## src/rtl/tr_pkg.sv

```systemverilog
// Shared constants, state encoding and instruction packing for the
// R-type datapath issue sequencer.
package tr_pkg;

    localparam logic [5:0]  OPC_STORE = 6'b000000;
    localparam logic [5:0]  OPC_READ  = 6'b000001;

    localparam logic [5:0]  FUNCT_ADD = 6'b100000;
    localparam logic [5:0]  FUNCT_SUB = 6'b100010;
    localparam logic [5:0]  FUNCT_SLT = 6'b101010;

    // A read of r0: keeps the datapath quiet between commands.
    localparam logic [31:0] IDLE_WORD = 32'h0400_0000;

    typedef enum logic [1:0] {
        IDLE,
        STORE,
        READ,
        RESP
    } state_e;

    function automatic logic [31:0] pack_rtype(
        input logic [5:0] opc,
        input logic [4:0] rs,
        input logic [4:0] rt,
        input logic [4:0] rd,
        input logic [5:0] funct
    );
        return {opc, rs, rt, rd, 5'b00000, funct};
    endfunction

    function automatic logic funct_legal(input logic [5:0] funct);
        return (funct == FUNCT_ADD) || (funct == FUNCT_SUB) || (funct == FUNCT_SLT);
    endfunction

endpackage

```

## src/rtl/tr_issue_seq.sv

```systemverilog
// Issues a STORE then a READ R-type word per accepted command and hands the
// sampled datapath result back over a valid/ready handshake.
module tr_issue_seq
    import tr_pkg::*;
#(
    parameter int WRITE_CYCLES = 1,
    parameter int READ_LAT     = 1,
    parameter int CNT_W        = 16
) (
    input  logic             clk,
    input  logic             rst,
    input  logic             cmd_valid,
    output logic             cmd_ready,
    input  logic [4:0]       cmd_rs,
    input  logic [4:0]       cmd_rt,
    input  logic [4:0]       cmd_rd,
    input  logic [5:0]       cmd_funct,
    output logic [31:0]      instruccion_TR,
    input  logic [31:0]      tr_salida_final,
    input  logic             tr_zf,
    output logic             res_valid,
    input  logic             res_ready,
    output logic [31:0]      res_data,
    output logic             res_zf,
    output logic             res_err,
    output logic             busy,
    output logic [CNT_W-1:0] op_count
);

    localparam int MAX_CYC = (WRITE_CYCLES > READ_LAT) ? WRITE_CYCLES : READ_LAT;
    localparam int PH_W    = (MAX_CYC > 1) ? $clog2(MAX_CYC) : 1;
    localparam logic [PH_W-1:0] WR_LOAD = PH_W'(WRITE_CYCLES - 1);
    localparam logic [PH_W-1:0] RD_LOAD = PH_W'(READ_LAT - 1);

    state_e            state_q, state_d;
    logic [PH_W-1:0]   phase_q, phase_d;
    logic [4:0]        rs_q, rs_d, rt_q, rt_d, rd_q, rd_d;
    logic [5:0]        funct_q, funct_d;
    logic [31:0]       instr_q, instr_d;
    logic              cmd_ready_q, cmd_ready_d;
    logic              res_valid_q, res_valid_d;
    logic [31:0]       res_data_q, res_data_d;
    logic              res_zf_q, res_zf_d;
    logic              res_err_q, res_err_d;
    logic              busy_q, busy_d;
    logic [CNT_W-1:0]  op_count_q, op_count_d;

    // Next-state logic; every output is computed one cycle ahead so it leaves a flop.
    always_comb begin
        state_d     = state_q;
        phase_d     = phase_q;
        rs_d        = rs_q;
        rt_d        = rt_q;
        rd_d        = rd_q;
        funct_d     = funct_q;
        instr_d     = instr_q;
        cmd_ready_d = cmd_ready_q;
        res_valid_d = res_valid_q;
        res_data_d  = res_data_q;
        res_zf_d    = res_zf_q;
        res_err_d   = res_err_q;
        busy_d      = busy_q;
        op_count_d  = op_count_q;

        case (state_q)
            IDLE: begin
                if (cmd_valid && cmd_ready_q) begin
                    rs_d        = cmd_rs;
                    rt_d        = cmd_rt;
                    rd_d        = cmd_rd;
                    funct_d     = cmd_funct;
                    cmd_ready_d = 1'b0;
                    busy_d      = 1'b1;
                    if (funct_legal(cmd_funct)) begin
                        state_d = STORE;
                        phase_d = WR_LOAD;
                        instr_d = pack_rtype(OPC_STORE, cmd_rs, cmd_rt, cmd_rd, cmd_funct);
                    end else begin
                        state_d     = RESP;
                        res_valid_d = 1'b1;
                        res_err_d   = 1'b1;
                        res_data_d  = 32'd0;
                        res_zf_d    = 1'b0;
                    end
                end
            end
            STORE: begin
                if (phase_q == '0) begin
                    state_d = READ;
                    phase_d = RD_LOAD;
                    instr_d = pack_rtype(OPC_READ, rs_q, rt_q, rd_q, funct_q);
                end else begin
                    phase_d = phase_q - PH_W'(1);
                end
            end
            READ: begin
                if (phase_q == '0) begin
                    state_d     = RESP;
                    instr_d     = IDLE_WORD;
                    res_valid_d = 1'b1;
                    res_data_d  = tr_salida_final;
                    res_zf_d    = tr_zf;
                    res_err_d   = 1'b0;
                end else begin
                    phase_d = phase_q - PH_W'(1);
                end
            end
            RESP: begin
                if (res_ready) begin
                    state_d     = IDLE;
                    res_valid_d = 1'b0;
                    cmd_ready_d = 1'b1;
                    busy_d      = 1'b0;
                    op_count_d  = op_count_q + CNT_W'(1);
                end
            end
            default: begin
                state_d = IDLE;
            end
        endcase
    end

    // Reset wins over any handshake on the same edge and drops an in-flight result.
    always_ff @(posedge clk) begin
        if (rst) begin
            state_q     <= IDLE;
            phase_q     <= '0;
            rs_q        <= '0;
            rt_q        <= '0;
            rd_q        <= '0;
            funct_q     <= '0;
            instr_q     <= IDLE_WORD;
            cmd_ready_q <= 1'b1;
            res_valid_q <= 1'b0;
            res_data_q  <= 32'd0;
            res_zf_q    <= 1'b0;
            res_err_q   <= 1'b0;
            busy_q      <= 1'b0;
            op_count_q  <= '0;
        end else begin
            state_q     <= state_d;
            phase_q     <= phase_d;
            rs_q        <= rs_d;
            rt_q        <= rt_d;
            rd_q        <= rd_d;
            funct_q     <= funct_d;
            instr_q     <= instr_d;
            cmd_ready_q <= cmd_ready_d;
            res_valid_q <= res_valid_d;
            res_data_q  <= res_data_d;
            res_zf_q    <= res_zf_d;
            res_err_q   <= res_err_d;
            busy_q      <= busy_d;
            op_count_q  <= op_count_d;
        end
    end

    assign cmd_ready      = cmd_ready_q;
    assign instruccion_TR = instr_q;
    assign res_valid      = res_valid_q;
    assign res_data       = res_data_q;
    assign res_zf         = res_zf_q;
    assign res_err        = res_err_q;
    assign busy           = busy_q;
    assign op_count       = op_count_q;

endmodule

```

## config.mk

```make
export PLATFORM = sky130hd
export DESIGN_NAME = tr_issue_seq
export DESIGN_NICKNAME = d
export VERILOG_FILES = /design/src/rtl/tr_pkg.sv /design/src/rtl/tr_issue_seq.sv
export SDC_FILE = /design/constraint.sdc
export NUM_CORES = 1
export LEC_CHECK = 0
export ABC_AREA = 0
export BUFFER_PORTS_ARGS = -buffer_cell sky130_fd_sc_hd__buf_4
export CORE_MARGIN = 3
export CORE_UTILIZATION = 25
export DETAILED_ROUTE_END_ITERATION = 10
export PLACE_DENSITY = 0.53
export SYNTH_ARGS = -nofsm -noshare
export SYNTH_HDL_FRONTEND = slang
export SYNTH_SLANG_ARGS = --single-unit
```

## constraint.sdc

```tcl
create_clock -name clk -period 1.88 [get_ports clk]
set_input_delay 0.376 -clock clk [delete_from_list [all_inputs] [get_ports clk]]
set_output_delay 0.376 -clock clk [all_outputs]
set_load 0.02 [all_outputs]
```

==> flow_summary.ini, run 1 <==
[critical_path]
reg2reg_depth = 7
worstPathCellList = inv_1 > ha_1 > and3_1 > o21ai_2 > a21boi_4 > buf_4 > mux2i_1
cp_max_fo = 10
crit_slowest_cell = dfxtp_1
cp-start-kind = flop
r2r_setup_slack_ns = 0.1
startpoint = state_q[1]$_SDFFE_PP0P_
crit_required_ns = 2.15
crit_end = res_data[30]$_SDFFE_PP0P_
worstPathArrival_ns = 2.06
crit_type = reg2reg
critPathMaxStageDelay_ns = 0.42
r2r_end = res_data[30]$_SDFFE_PP0P_
reg2reg_from = state_q[1]$_SDFFE_PP0P_
endpoint_kind = flop

[route]
drtIter0Drc = 151
wl_per_cell_um = 14.2
drtAntennaViolNets = 0
num_vias = 3949
wl_mm = 12.4
dr.pass1.iters = 4
routed_via_density = 4.51
drc = 0

[cells_and_area]
seq_area_mm2 = 0.00196
diodes = 0
multi_input_area_mm2 = 0.00223
fin_nets = 712
n_fill_cell = 1824
syn2layout_area_growth_pct = 36.5
instances_no_fill = 876
drive_gt1_share_pct = 29.0

[floorplan]
initial_utilization_pct = 25.7
die_h_um = 139
num_rows = 48
dieArea_mm2 = 0.0194
fp.dieW_um = 139
core-area_mm2 = 0.0174
ios = 143

[grt]
grt_overflow = 0
track_usage_pct = 12.4
antenna_found_initial = 0
grt_max_degree = 50
grt_pass1_vias = 3861
grt_pass1_wl_mm = 19.7

[power]
ir_worst_vdd_mv = 0.623
p_per_area_mw_per_mm2 = 1470
p_leak_nw = 2.60

[place]
dp_hpwl_mm = 8.89
dp_cells = 860
port_buffers = 132
place.gp.congestion = 0.790
dp_slack_ns = -0.219

[synthesis]
synth-main-ff-cell = dfxtp_1
ys_ff_latch = 98
synth_cell_type_count = 41
synth_cells = 514
synth.avg_cell_area_um2 = 8.66
syn-cell-area_mm2 = 0.00445
yosys_warnings = 0
synth_edf_count = 0
yosysSeqAreaShare_pct = 44.1
async_reset_ff_share_pct = 0

[clock_network]
clock_sinks = 98
clk_pin_slew_worst_paths_ns = 0.08
htreeDepth = 3
cts_root_buffer = clkbuf_16
cts_tree = yes
clk_latency_ns = 0.35
numCtsBuffers = 9
clockBufferDepth = 2
postCtsSetupBuffers = 0

[run_status]
outcome = complete, no violations

[timing]
final-setup-viol-count = 0
skew_ns = 0.00866
layout_min_cycle_time_ns = 1.78
rsz0062_at_grt = no
setup_ws_ns = 0.0984
finalMaxSlewViolations = 0
final.period_utilization_pct = 94.8
fmax_ghz = 0.561
hold_viol_final = 0

[hold_path]
hp-class = in2reg

[flow_run]
max_cap_violations = 0
## stage by stage
step | power (mW) | setup TNS [ns] | instance area, um2 | hold WS [ns] | utilization (%)
2_1_floorplan | 5.68 | 0 | 4490 | 0.436 | -
3_3_place_gp | 7.02 | -4.27 | 5760 | 0.441 | 33.2
3_5_place_dp | 7.10 | -6.52 | 5760 | 0.447 | 33.2
4_1_cts | 9.01 | 0 | 6060 | 0.250 | 34.9
5_1_grt | 9.52 | 0 | 6080 | 0.257 | 35.0
6_report | 8.91 | 0 | 6080 | 0.270 | 35.0
## critical path: cells and delay by family, from the launching register on
family | cells | cell delay (ns)
muxes | 1 | 0.21
buffers and inverters | 2 | 0.34
and+or+nand+nor | 1 | 0.19
AOI/OAI and AO/OA | 2 | 0.33
DFF | 1 | 0.42
adders and majority gates | 1 | 0.21
## cell type report
| cell class | count | area share (%) |
|---|---|---|
| Inverter | 8 | 0.494 |
| Clock inverter | 7 | 1.24 |
| Tap cell | 225 | 4.63 |
| Timing Repair Buffer | 161 | 20.9 |
| Sequential cell | 98 | 32.3 |
| Multi-Input combinational cell | 368 | 36.7 |
| Clock buffer | 9 | 3.71 |
## cells by family after synthesis
family | synth area share, %
AO/OA/AOI/OAI | 15.1
multiplexers | 8.40
AND/OR/NAND/NOR | 21.2
buffers and inverters | 7.19
adder cells (fa/ha/maj) | 2.25
flip-flops | 44.1
XOR/XNOR | 1.77
other | 0.0842
## cell usage after synthesis, drive strengths merged (12+ instances only)
cell type  count  area, um2
nor2b         26        163
dfxtp         98       1960
buf           23        193
mux2i         34        340
a21oi         51        255
clkbuf        26       97.6
nand3         12       60.1
nand2         85        319
nand2b        35        219
a31oi         23        144
a211oi        23        173
nor2          21       78.8
## placed cells by master (no fill, tap or decap), drive strengths merged
cell and count:
nor2b 26, a311oi 1, nor2 21, nor4b 1
xor2 4, ha 8, nand2 85, nor4 3
a211oi 23, or3 1, and3 2, nand2b 35
mux2 3, nor3 2, clkinv 2, clkbuf 9
a21o 3, and2 1, o21bai 1, xnor2 5
buf 161, conb 10, a21oi 51, o21ai 5
nand3 12, a21boi 2, dfxtp 98, a221oi 1
a31oi 23, inv 12, or4b 1, mux2i 34
clkinvlp 1, nand4 3, and4 1
## timing repair
item                       in CTS  in global routing
setup endpoints to repair       0                 23
gates resized for setup         0                  3
hold buffers                    0                  0
## flip-flops by register name, indices dropped and copies added (netlist names)
signal / cells
res_data: 32
res_valid: 1
busy: 1
rt_q: 5
instruccion_TR: 22
res_err: 1
op_count: 16
rd_q: 5
res_zf: 1
state_q: 2
funct_q: 6
cmd_ready: 1
rs_q: 5
## report_power, final
| part | internal, mW | total, mW | leakage (nW) | switching, mW |
|---|---|---|---|---|
| registers | 2.52 | 2.81 | 0.799 | 0.290 |
| logic | 1.80 | 4.24 | 1.65 | 2.43 |
| clock network | 0.945 | 1.87 | 0.145 | 0.920 |
| total | 5.27 | 8.91 | 2.60 | 3.64 |
## metal layers
metal	GRT usage [%]	vias to the layer above	routed length, um
li1	-	1991	-
met1	15.9	1828	5880
met2	20.1	108	5650
met3	3.40	22	693
met4	4.07	0	229
met5	0	-	0
## worst min path at each step
stage                                  startpoint                 endpoint  slack [ns]  cells past startpoint
after floorplan           funct_q[0]$_SDFFE_PP0P_  funct_q[0]$_SDFFE_PP0P_        0.44                      2
after global placement       rs_q[1]$_SDFFE_PP0P_     rs_q[1]$_SDFFE_PP0P_        0.44                      2
after detailed placement     rs_q[1]$_SDFFE_PP0P_     rs_q[1]$_SDFFE_PP0P_        0.45                      2
after CTS                               cmd_rd[3]     rd_q[3]$_SDFFE_PP0P_        0.25                      3
after global routing                    cmd_rd[0]     rd_q[0]$_SDFFE_PP0P_        0.26                      3
final                                   cmd_rd[3]     rd_q[3]$_SDFFE_PP0P_        0.27                      3
No activity file was read; power rests on OpenSTA's default activity.
==> run 2, diff against run 1 <==
--- a/config.mk
+++ b/config.mk
@@ -10,7 +10,7 @@
 export CORE_MARGIN = 3
 export CORE_UTILIZATION = 25
 export DETAILED_ROUTE_END_ITERATION = 10
-export PLACE_DENSITY = 0.53
+export PLACE_DENSITY = 0.48
 export SYNTH_ARGS = -nofsm -noshare
 export SYNTH_HDL_FRONTEND = slang
 export SYNTH_SLANG_ARGS = --single-unit
==> run 2 against run 1 <==
  * Worst setup slack better by 0.028 ns
  * Count of clock-buffer cells in the layout is 1 higher
  * Via count is 1.0% lower
  * Core utilization is 0.58 points higher
  * Register-to-register slack better by 0.03 ns
  * Flip-flop and latch count stayed put
  * Power is 4.0% higher
  * Cell count is 0.11% higher
  * Hold slack better by 0.011 ns
  * Global-route usage is 0.084 points lower
  * Die area stayed put
  * First-iteration DRC count is 16% higher
  * Critical path type unchanged
  * Largest power group unchanged
==> flow_summary.ini, run 2 (same netlist as run 1, synthesis figures left out) <==
[run_status]
outcome = complete, no violations

[route]
drtIter0Drc = 175
routed_via_density = 4.46
drc = 0
wl_per_cell_um = 14.0
wl_mm = 12.3
drtAntennaViolNets = 0
dr.pass1.iters = 4
num_vias = 3909

[cells_and_area]
diodes = 0
mostFrequentLayoutCell = buf_4
seq_area_mm2 = 0.00197
design_area_mm2 = 0.00618
drive_gt1_share_pct = 28.8
fin_nets = 713
largest_register_ffs = 32
multi_input_area_mm2 = 0.00222
final_cell_mix = buf_4, dfxtp_1, nand2_1
n_fill_cell = 1776
syn2layout_area_growth_pct = 38.7

[hold_path]
hp-class = in2reg
worstHoldStart = cmd_rd[3]

[timing]
final.period_utilization_pct = 93.3
final-setup-viol-count = 0
hold_viol_final = 0
rsz0062_at_grt = no
finalMaxSlewViolations = 0
fmax_ghz = 0.570
skew_ns = 0.00594
final.setup.tns_ns = 0
layout_min_cycle_time_ns = 1.75

[power]
ir_worst_vdd_mv = 0.762
p_per_area_mw_per_mm2 = 1500
p_leak_nw = 2.64

[clock_network]
clk_pin_slew_worst_paths_ns = 0.07
clock_sinks = 98
cts_root_buffer = clkbuf_16
htreeDepth = 3
cts_tree = yes
clockBufferDepth = 2
numCtsBuffers = 9
clk_latency_ns = 0.34

[critical_path]
critPathMaxStageDelay_ns = 0.38
crit_type = reg2reg
cp-start-kind = flop
startpoint = state_q[0]$_SDFFE_PP0P_
worstPathArrival_ns = 2.02
worstPathCellList = inv_1 > ha_1 > and3_1 > o21ai_2 > a21boi_4 > buf_12 > buf_12 > mux2i_2
cp_max_fo = 8
reg2reg_from = state_q[0]$_SDFFE_PP0P_
crit_slowest_cell = dfxtp_4
endpoint_kind = flop
crit_required_ns = 2.14
cp_common_cell = buf_12

[place]
placed_cell_area_mm2 = 0.00577
place.gp.congestion = 0.779
port_buffers = 132
dp_hpwl_mm = 8.62

[floorplan]
dieArea_mm2 = 0.0194
die_h_um = 139
ios = 143
num_rows = 48
initial_utilization_pct = 25.7
fp.dieW_um = 139
core-area_mm2 = 0.0174

[grt]
grt_pass1_wl_mm = 19.5
antenna_found_initial = 0
grt_overflow = 0
track_usage_pct = 12.3
grt_max_degree = 50
grt_pass1_vias = 3745

[flow_run]
max_cap_violations = 0
## run 2: cell type report
cell class,count,area share [%]
clock buffers,10,3.71
clock inverters,6,1.48
inverters,8,0.486
multi-input cells,368,36.0
flip-flops and latches,98,31.8
well taps,225,4.56
repair buffers,162,21.9
## run 2: repair_timing
item | CTS | global route
resized for setup | 0 | 5
setup buffers | 0 | 1
setup endpoints to repair | 0 | 12
hold buffers | 0 | 0
## run 2: critical path, delay by kind of cell, from the launching register on
family | cells | cell delay, ns
and+or+nand+nor | 1 | 0.20
buffers and inverters | 3 | 0.34
muxes | 1 | 0.21
adders and majority gates | 1 | 0.23
AOI/OAI and AO/OA | 2 | 0.30
DFF | 1 | 0.38
## run 2: power breakdown
group          leakage (nW)  switching, mW  internal [mW]
registers             0.799          0.272           2.52
logic                  1.69           2.50           1.98
clock network         0.157          0.811           1.17
## run 2: per-layer routing
layer | vias to the layer above | global-route usage (%) | share of wire, % | wire [um]
met2 | 97 | 19.3 | 46 | 5620
met1 | 1806 | 16.3 | 47 | 5840
met5 | - | 0 | 0 | 0
met4 | 0 | 3.40 | 1.4 | 171
met3 | 10 | 3.92 | 5.4 | 670
li1 | 1996 | - | - | -
## run 2: metrics by stage
stage	utilization, %	cells	setup slack, ns	hold WS [ns]	power [mW]
floorplan	-	523	0.0367	0.436	5.68
global placement	33.2	858	-0.132	0.442	7.08
detailed placement	33.2	858	-0.196	0.448	7.12
CTS	35.1	874	0.0459	0.264	9.13
global route	35.6	877	0.00100	0.263	9.87
finish	35.6	877	0.126	0.281	9.27
## run 2: path summary, 6_finish.rpt
| check | to | slack (ns) | cells after the start |
|---|---|---|---|
| worst min register to register | rd_q[2]$_SDFFE_PP0P_ | 0.46 | 2 |
| worst max register to register | res_data[9]$_SDFFE_PP0P_ | 0.13 | 8 |
| worst max-delay path | res_data[9]$_SDFFE_PP0P_ | 0.13 | 8 |
| worst min-delay path | rd_q[3]$_SDFFE_PP0P_ | 0.28 | 3 |
